### src/rtl/exc_ctrl.sv
// exc_ctrl: exception arbiter and pipeline redirect unit.
// Samples MEM-stage exception flags plus forwarded CP0 Status/Cause/EPC,
// selects the highest-priority event, reports it to CP0 for one cycle,
// flushes the pipeline with a redirect PC, then ignores MEM-stage inputs
// for BLANK_CYCLES cycles while the pipeline refills.
// Optional feature macro: EXC_BEV_EN (vector chosen by Status.BEV).
// Ports:
//   clk, rst                 clock, async active-high reset
//   mem_valid_i, stall_i     MEM-stage qualifiers
//   pc_i, is_in_delayslot_i  instruction PC and delay-slot flag
//   mem_addr_i               load/store data address
//   exc_*_i, eret_i          per-instruction exception flags
//   status_i/cause_i/epc_i   forwarded CP0 registers
//   exception_occured_o      one-cycle report to CP0
//   exc_code_o, epc_pc_o, is_in_delayslot_o, bad_addr_o  report payload
//   flush_o, new_pc_o        pipeline flush and redirect target
module exc_ctrl #(
  parameter logic [31:0] EXC_VECTOR   = 32'hBFC00380,
  parameter int unsigned BLANK_CYCLES = 2
) (
  input  logic        clk,
  input  logic        rst,
  input  logic        mem_valid_i,
  input  logic        stall_i,
  input  logic [31:0] pc_i,
  input  logic        is_in_delayslot_i,
  input  logic [31:0] mem_addr_i,
  input  logic        exc_adel_if_i,
  input  logic        exc_ri_i,
  input  logic        exc_sys_i,
  input  logic        exc_bp_i,
  input  logic        exc_ov_i,
  input  logic        exc_adel_ld_i,
  input  logic        exc_ades_i,
  input  logic        eret_i,
  input  logic [31:0] status_i,
  input  logic [31:0] cause_i,
  input  logic [31:0] epc_i,
  output logic        exception_occured_o,
  output logic [4:0]  exc_code_o,
  output logic [31:0] epc_pc_o,
  output logic        is_in_delayslot_o,
  output logic [31:0] bad_addr_o,
  output logic        flush_o,
  output logic [31:0] new_pc_o
);

  localparam int unsigned CNT_W = 4;

  typedef enum logic [1:0] {
    IDLE  = 2'd0,
    FLUSH = 2'd1,
    BLANK = 2'd2
  } state_t;

  state_t           state, state_nxt;
  logic [CNT_W-1:0] blank_cnt, blank_cnt_nxt;

  logic        int_pending, any_exc, take;
  logic [4:0]  sel_code;
  logic [31:0] sel_bad;
  logic        sel_eret;
  logic [31:0] vec_pc;

  logic        exc_occ_nxt, flush_nxt, ds_nxt;
  logic [4:0]  code_nxt;
  logic [31:0] epc_pc_nxt, bad_nxt, new_pc_nxt;

  // Interrupt: unmasked pending line, IE set, not already at exception level
  assign int_pending = (|(status_i[15:8] & cause_i[15:8])) & status_i[0] & ~status_i[1];
  assign any_exc     = exc_adel_if_i | exc_ri_i | exc_sys_i | exc_bp_i |
                       exc_ov_i | exc_adel_ld_i | exc_ades_i;
  assign take        = (state == IDLE) & mem_valid_i & ~stall_i &
                       (int_pending | any_exc | eret_i);

  // Fixed-priority event select; ERET only when nothing else is raised
  always_comb begin
    sel_code = 5'h10;
    sel_bad  = 32'h0;
    sel_eret = 1'b0;
    if (int_pending) begin
      sel_code = 5'h00;
    end else if (exc_adel_if_i) begin
      sel_code = 5'h04;
      sel_bad  = pc_i;
    end else if (exc_ri_i) begin
      sel_code = 5'h0a;
    end else if (exc_sys_i) begin
      sel_code = 5'h08;
    end else if (exc_bp_i) begin
      sel_code = 5'h09;
    end else if (exc_ov_i) begin
      sel_code = 5'h0c;
    end else if (exc_adel_ld_i) begin
      sel_code = 5'h04;
      sel_bad  = mem_addr_i;
    end else if (exc_ades_i) begin
      sel_code = 5'h05;
      sel_bad  = mem_addr_i;
    end else begin
      sel_eret = 1'b1;
    end
  end

`ifdef EXC_BEV_EN
  // Boot-time vs normal exception vector selected by Status.BEV
  assign vec_pc = status_i[22] ? 32'hBFC00380 : 32'h80000180;
  logic unused_bits;
  assign unused_bits = ^{status_i[31:23], status_i[21:16], status_i[7:2],
                         cause_i[31:16], cause_i[7:0], EXC_VECTOR};
`else
  assign vec_pc = EXC_VECTOR;
  logic unused_bits;
  assign unused_bits = ^{status_i[31:16], status_i[7:2],
                         cause_i[31:16], cause_i[7:0]};
`endif

  // State register
  always_ff @(posedge clk or posedge rst) begin
    if (rst) begin
      state     <= IDLE;
      blank_cnt <= '0;
    end else begin
      state     <= state_nxt;
      blank_cnt <= blank_cnt_nxt;
    end
  end

  // Next-state logic; BLANK lasts BLANK_CYCLES cycles
  always_comb begin
    state_nxt     = state;
    blank_cnt_nxt = blank_cnt;
    unique case (state)
      IDLE: begin
        if (take) state_nxt = FLUSH;
      end
      FLUSH: begin
        if (BLANK_CYCLES == 0) begin
          state_nxt = IDLE;
        end else begin
          state_nxt     = BLANK;
          blank_cnt_nxt = CNT_W'(BLANK_CYCLES);
        end
      end
      BLANK: begin
        if (blank_cnt <= CNT_W'(1)) begin
          state_nxt     = IDLE;
          blank_cnt_nxt = '0;
        end else begin
          blank_cnt_nxt = blank_cnt - CNT_W'(1);
        end
      end
      default: begin
        state_nxt     = IDLE;
        blank_cnt_nxt = '0;
      end
    endcase
  end

  // Output next values: pulses only on take, payload held otherwise
  always_comb begin
    exc_occ_nxt = 1'b0;
    flush_nxt   = 1'b0;
    code_nxt    = exc_code_o;
    epc_pc_nxt  = epc_pc_o;
    ds_nxt      = is_in_delayslot_o;
    bad_nxt     = bad_addr_o;
    new_pc_nxt  = new_pc_o;
    if (take) begin
      exc_occ_nxt = 1'b1;
      flush_nxt   = 1'b1;
      code_nxt    = sel_code;
      epc_pc_nxt  = pc_i;
      ds_nxt      = is_in_delayslot_i;
      bad_nxt     = sel_bad;
      new_pc_nxt  = sel_eret ? epc_i : vec_pc;
    end
  end

  // Output registers
  always_ff @(posedge clk or posedge rst) begin
    if (rst) begin
      exception_occured_o <= 1'b0;
      flush_o             <= 1'b0;
      exc_code_o          <= 5'h0;
      epc_pc_o            <= 32'h0;
      is_in_delayslot_o   <= 1'b0;
      bad_addr_o          <= 32'h0;
      new_pc_o            <= 32'h0;
    end else begin
      exception_occured_o <= exc_occ_nxt;
      flush_o             <= flush_nxt;
      exc_code_o          <= code_nxt;
      epc_pc_o            <= epc_pc_nxt;
      is_in_delayslot_o   <= ds_nxt;
      bad_addr_o          <= bad_nxt;
      new_pc_o            <= new_pc_nxt;
    end
  end

endmodule

### config.mk
export PLATFORM = sky130hd
export DESIGN_NAME = exc_ctrl
export DESIGN_NICKNAME = d
export VERILOG_FILES = /design/src/rtl/exc_ctrl.sv
export SDC_FILE = /design/constraint.sdc
export NUM_CORES = 1
export LEC_CHECK = 0
export BUFFER_PORTS_ARGS = -buffer_cell sky130_fd_sc_hd__buf_2
export CAP_MARGIN = 40
export CORE_AREA = 2 2 117 119
export CTS_BUF_LIST = sky130_fd_sc_hd__clkbuf_16
export CTS_CLUSTER_DIAMETER = 30
export CTS_CLUSTER_SIZE = 30
export DETAILED_ROUTE_END_ITERATION = 10
export DIE_AREA = 0 0 119 121
export GPL_TIMING_DRIVEN = 0
export PLACE_DENSITY = 0.66
export SETUP_SLACK_MARGIN = 0.2
export SYNTH_ARGS = -nofsm -noshare
export SYNTH_HDL_FRONTEND = slang
export SYNTH_SLANG_ARGS = --single-unit
### constraint.sdc
create_clock -name clk -period 3.95 [get_ports clk]
set_input_delay 0.1975 -clock clk [delete_from_list [all_inputs] [get_ports clk]]
set_output_delay 0.1975 -clock clk [all_outputs]
set_load 0.02 [all_outputs]
==> impl_metrics.yaml <==
outcome:
  status: "finished clean"
synthesis:
  syn_area_um2: 4490
  synth_edf_count: 0
  yosysTopAreaCell: "dfrtp_1"
  synth_area_leaders: "dfrtp_1 (61%), a22oi_1 (6.0%), mux2_1 (5.5%), a22o_1 (3.9%), o21ai_0 (3.9%)"
  yosysTopAreaCellShare_pct: 60.8
  synthArstFlopShare_pct: 100
  syn-num-nets: 550
  synth_cells: 371
  synthDistinctLibCells: 33
  synth-seq-cells: 109
  avgSynthCellArea_um2: 12.1
  yosysSeqAreaShare_pct: 60.8
  yosys_warnings: 0
  ys.flop_type: "dfrtp_1"
grt:
  grt_pass1_wl_mm: 20.5
  grt_pass1_vias: 3919
  grt.overflow.total: 0
  grt_start_max_net_pins: 60
  grt_usage_pct: 18.3
  antenna_found_initial: 0
detailed_routing:
  via_per_inst: 4.90
  wl_mm: 13.0
  drc_errors: 0
  drtPass1Iterations: 5
  post_drt_wl_per_cell_um: 16.3
  drt_iter0_drc: 147
  ant_nets: 0
  via_count: 3894
power_and_ir_drop:
  power_density_nw_per_um2: 674
  p_leak_nw: 3.13
  ir_drop_uv: 317
setup_path:
  crit_type: "reg2reg"
  critPathCaptureType: "flip-flop"
  start_kind: "flip-flop"
  worstPathRequired_ps: 4170
  worstPathMaxFanout: 10
  arrival_ps: 2620
timing:
  slew-limit-headroom_pct: 52.5
  period_needed_ps: 2400
  hold_viol_final: 0
  skew_ps: 6.80
  setup_violations: 0
  drv_slew: 0
  grt_setup_unrepaired: "no"
  fin_hold_ws_ps: 60.5
  tightestPinTransition_ps: 707
  maxClockFrequency_ghz: 0.418
  fin_crit_sh_pct: 60.6
min_path:
  hold_path_class: "in2reg"
clock_network:
  clkTransAtPathRegs_ps: 70
  hold_buffers: 1
  cts_tree: "done"
  cts_resized: 0
  htree_levels: 3
  clk_path_buf_depth: 2
  cts_sinks: 109
  cts_setup_buffers: 0
  clk_latency_ps: 350
  root_buffer: "clkbuf_16"
  cts_buffers: 9
floorplan:
  die_h_um: 121
  core_area_um2: 13100
  fp-row-count: 42
  dieWidth_um: 119
  start_util_pct: 34.3
  num_io_pins: 277
  dieArea_um2: 14400
final_layout:
  area_growth_pct: 38.7
  drive_gt1_share_pct: 45.1
  finalNonFillerCells: 795
  fin_nets: 793
  fillCellCount: 1232
  diodes: 0
place:
  io_buffers: 229
  placed_cells: 778
  post-dp-hpwl_mm: 10.1
  place_congestion: 0.758
run:
  drv_cap: 0
power by group:
group / switching [mW] / internal [mW] / leakage [nW]
clock: 0.408 / 0.558 / 0.152
combinational: 0.968 / 0.570 / 1.61
sequential: 0.197 / 1.49 / 1.36
layer usage:
metal / vias up / global-route usage (%) / part of all wire [%] / routed length, um
met4: 0 / 5.51 / 1.1 / 144
met1: 1891 / 23.2 / 43 / 5550
met2: 155 / 31.4 / 50 / 6460
li1: 1837 / - / - / -
met5: - / 0 / 0 / 0
met3: 11 / 4.04 / 6.3 / 812
logic make-up (layout without fill, tap and decap cells):
| family | count (synthesis) | after routing | share of synthesized area (%) |
|---|---|---|---|
| mux | 35 | 35 | 8.78 |
| buf+inv | 33 | 281 | 3.76 |
| fa+ha+maj | 6 | 6 | 1.67 |
| compound gates | 119 | 119 | 18.5 |
| simple gates | 69 | 69 | 6.44 |
| flops | 109 | 109 | 60.8 |
synthesized netlist by cell type (all sizes together), types with 2 or more instances:
cell	number
dfrtp	109
o22a	12
nor2	14
a21oi	2
inv	7
mux2	35
a22oi	36
or4	2
buf	12
a22o	20
clkbuf	14
o31ai	2
o21ai	42
nand2	43
nor4	2
ha	6
nor3	5
worst max-delay path: stages (launching register included):
cell      delay [ps]
dfrtp_1          400
inv_1            110
ha_1             180
clkbuf_1         340
nand2_1           90
nor2_1           280
o31ai_2          140
buf_4            210
buf_4            210
mux2_1           320
registers in the layout (all words and copies together), names as in the netlist:
name and flops:
blank_cnt 4, state 2, flush_o 1, new_pc_o 32, exc_code_o 5, is_in_delayslot_o 1
epc_pc_o 32, bad_addr_o 32
stage by stage:
stage / area [um^2] / total power [mW] / setup slack (ps) / setup TNS [ps] / utilization (%)
6_report: 6220 / 4.19 / 1550 / 0 / 47.5
2_1_floorplan: 4490 / 2.63 / 879 / 0 / -
3_3_place_gp: 5850 / 3.21 / -351 / -37530 / 44.7
5_1_grt: 6220 / 4.45 / 1410 / 0 / 47.5
3_5_place_dp: 5890 / 3.26 / 1320 / 0 / 45.0
4_1_cts: 6220 / 4.25 / 1560 / 0 / 47.5
cells in the final DEF, fill, tap and decap left out, types with 2 or more instances in the layout:
master and n:
buf_2 236, dfrtp_1 109, nand2_1 43, a22oi_1 36
o21ai_0 35, mux2_1 22, a22o_1 20, nor2_1 14
mux2_2 13, o22a_1 12, clkbuf_1 11, clkbuf_16 9
o21ai_1 7, ha_1 6, nor3_1 5, inv_1 5
buf_4 3, buf_6 3, clkbuf_2 3, a21oi_1 2
nor4_1 2, clkinvlp_4 2, bufinv_16 2
final cells by class:
type / count / area, um^2 / share of cell area (%)
sequential: 109 / 2730 / 43.8
clock buffer: 9 / 225 / 3.62
inverter: 7 / 28.8 / 0.463
buffer: 26 / 143 / 2.29
tap: 176 / 220 / 3.54
timing repair buffer: 232 / 1190 / 19.1
clock inverter: 7 / 97.6 / 1.57
multi-input combinational: 229 / 1590 / 25.6
final timing paths:
| path | startpoint | endpoint | slack [ps] | depth (start not counted) |
|---|---|---|---|---|
| setup / recovery | state[0] | epc_pc_o[23] | 1550 | 9 |
| hold / removal | epc_i[27] | new_pc_o[27] | 60 | 2 |
| setup reg to reg | state[0] | epc_pc_o[23] | 1550 | 9 |
| hold reg to reg | bad_addr_o[1] | bad_addr_o[1] | 480 | 2 |
| max in group asynchronous | rst | exc_code_o[1] | 2760 | 4 |
| min in group asynchronous | rst | epc_pc_o[17] | 480 | 3 |
(Power assumes the default switching activity.)
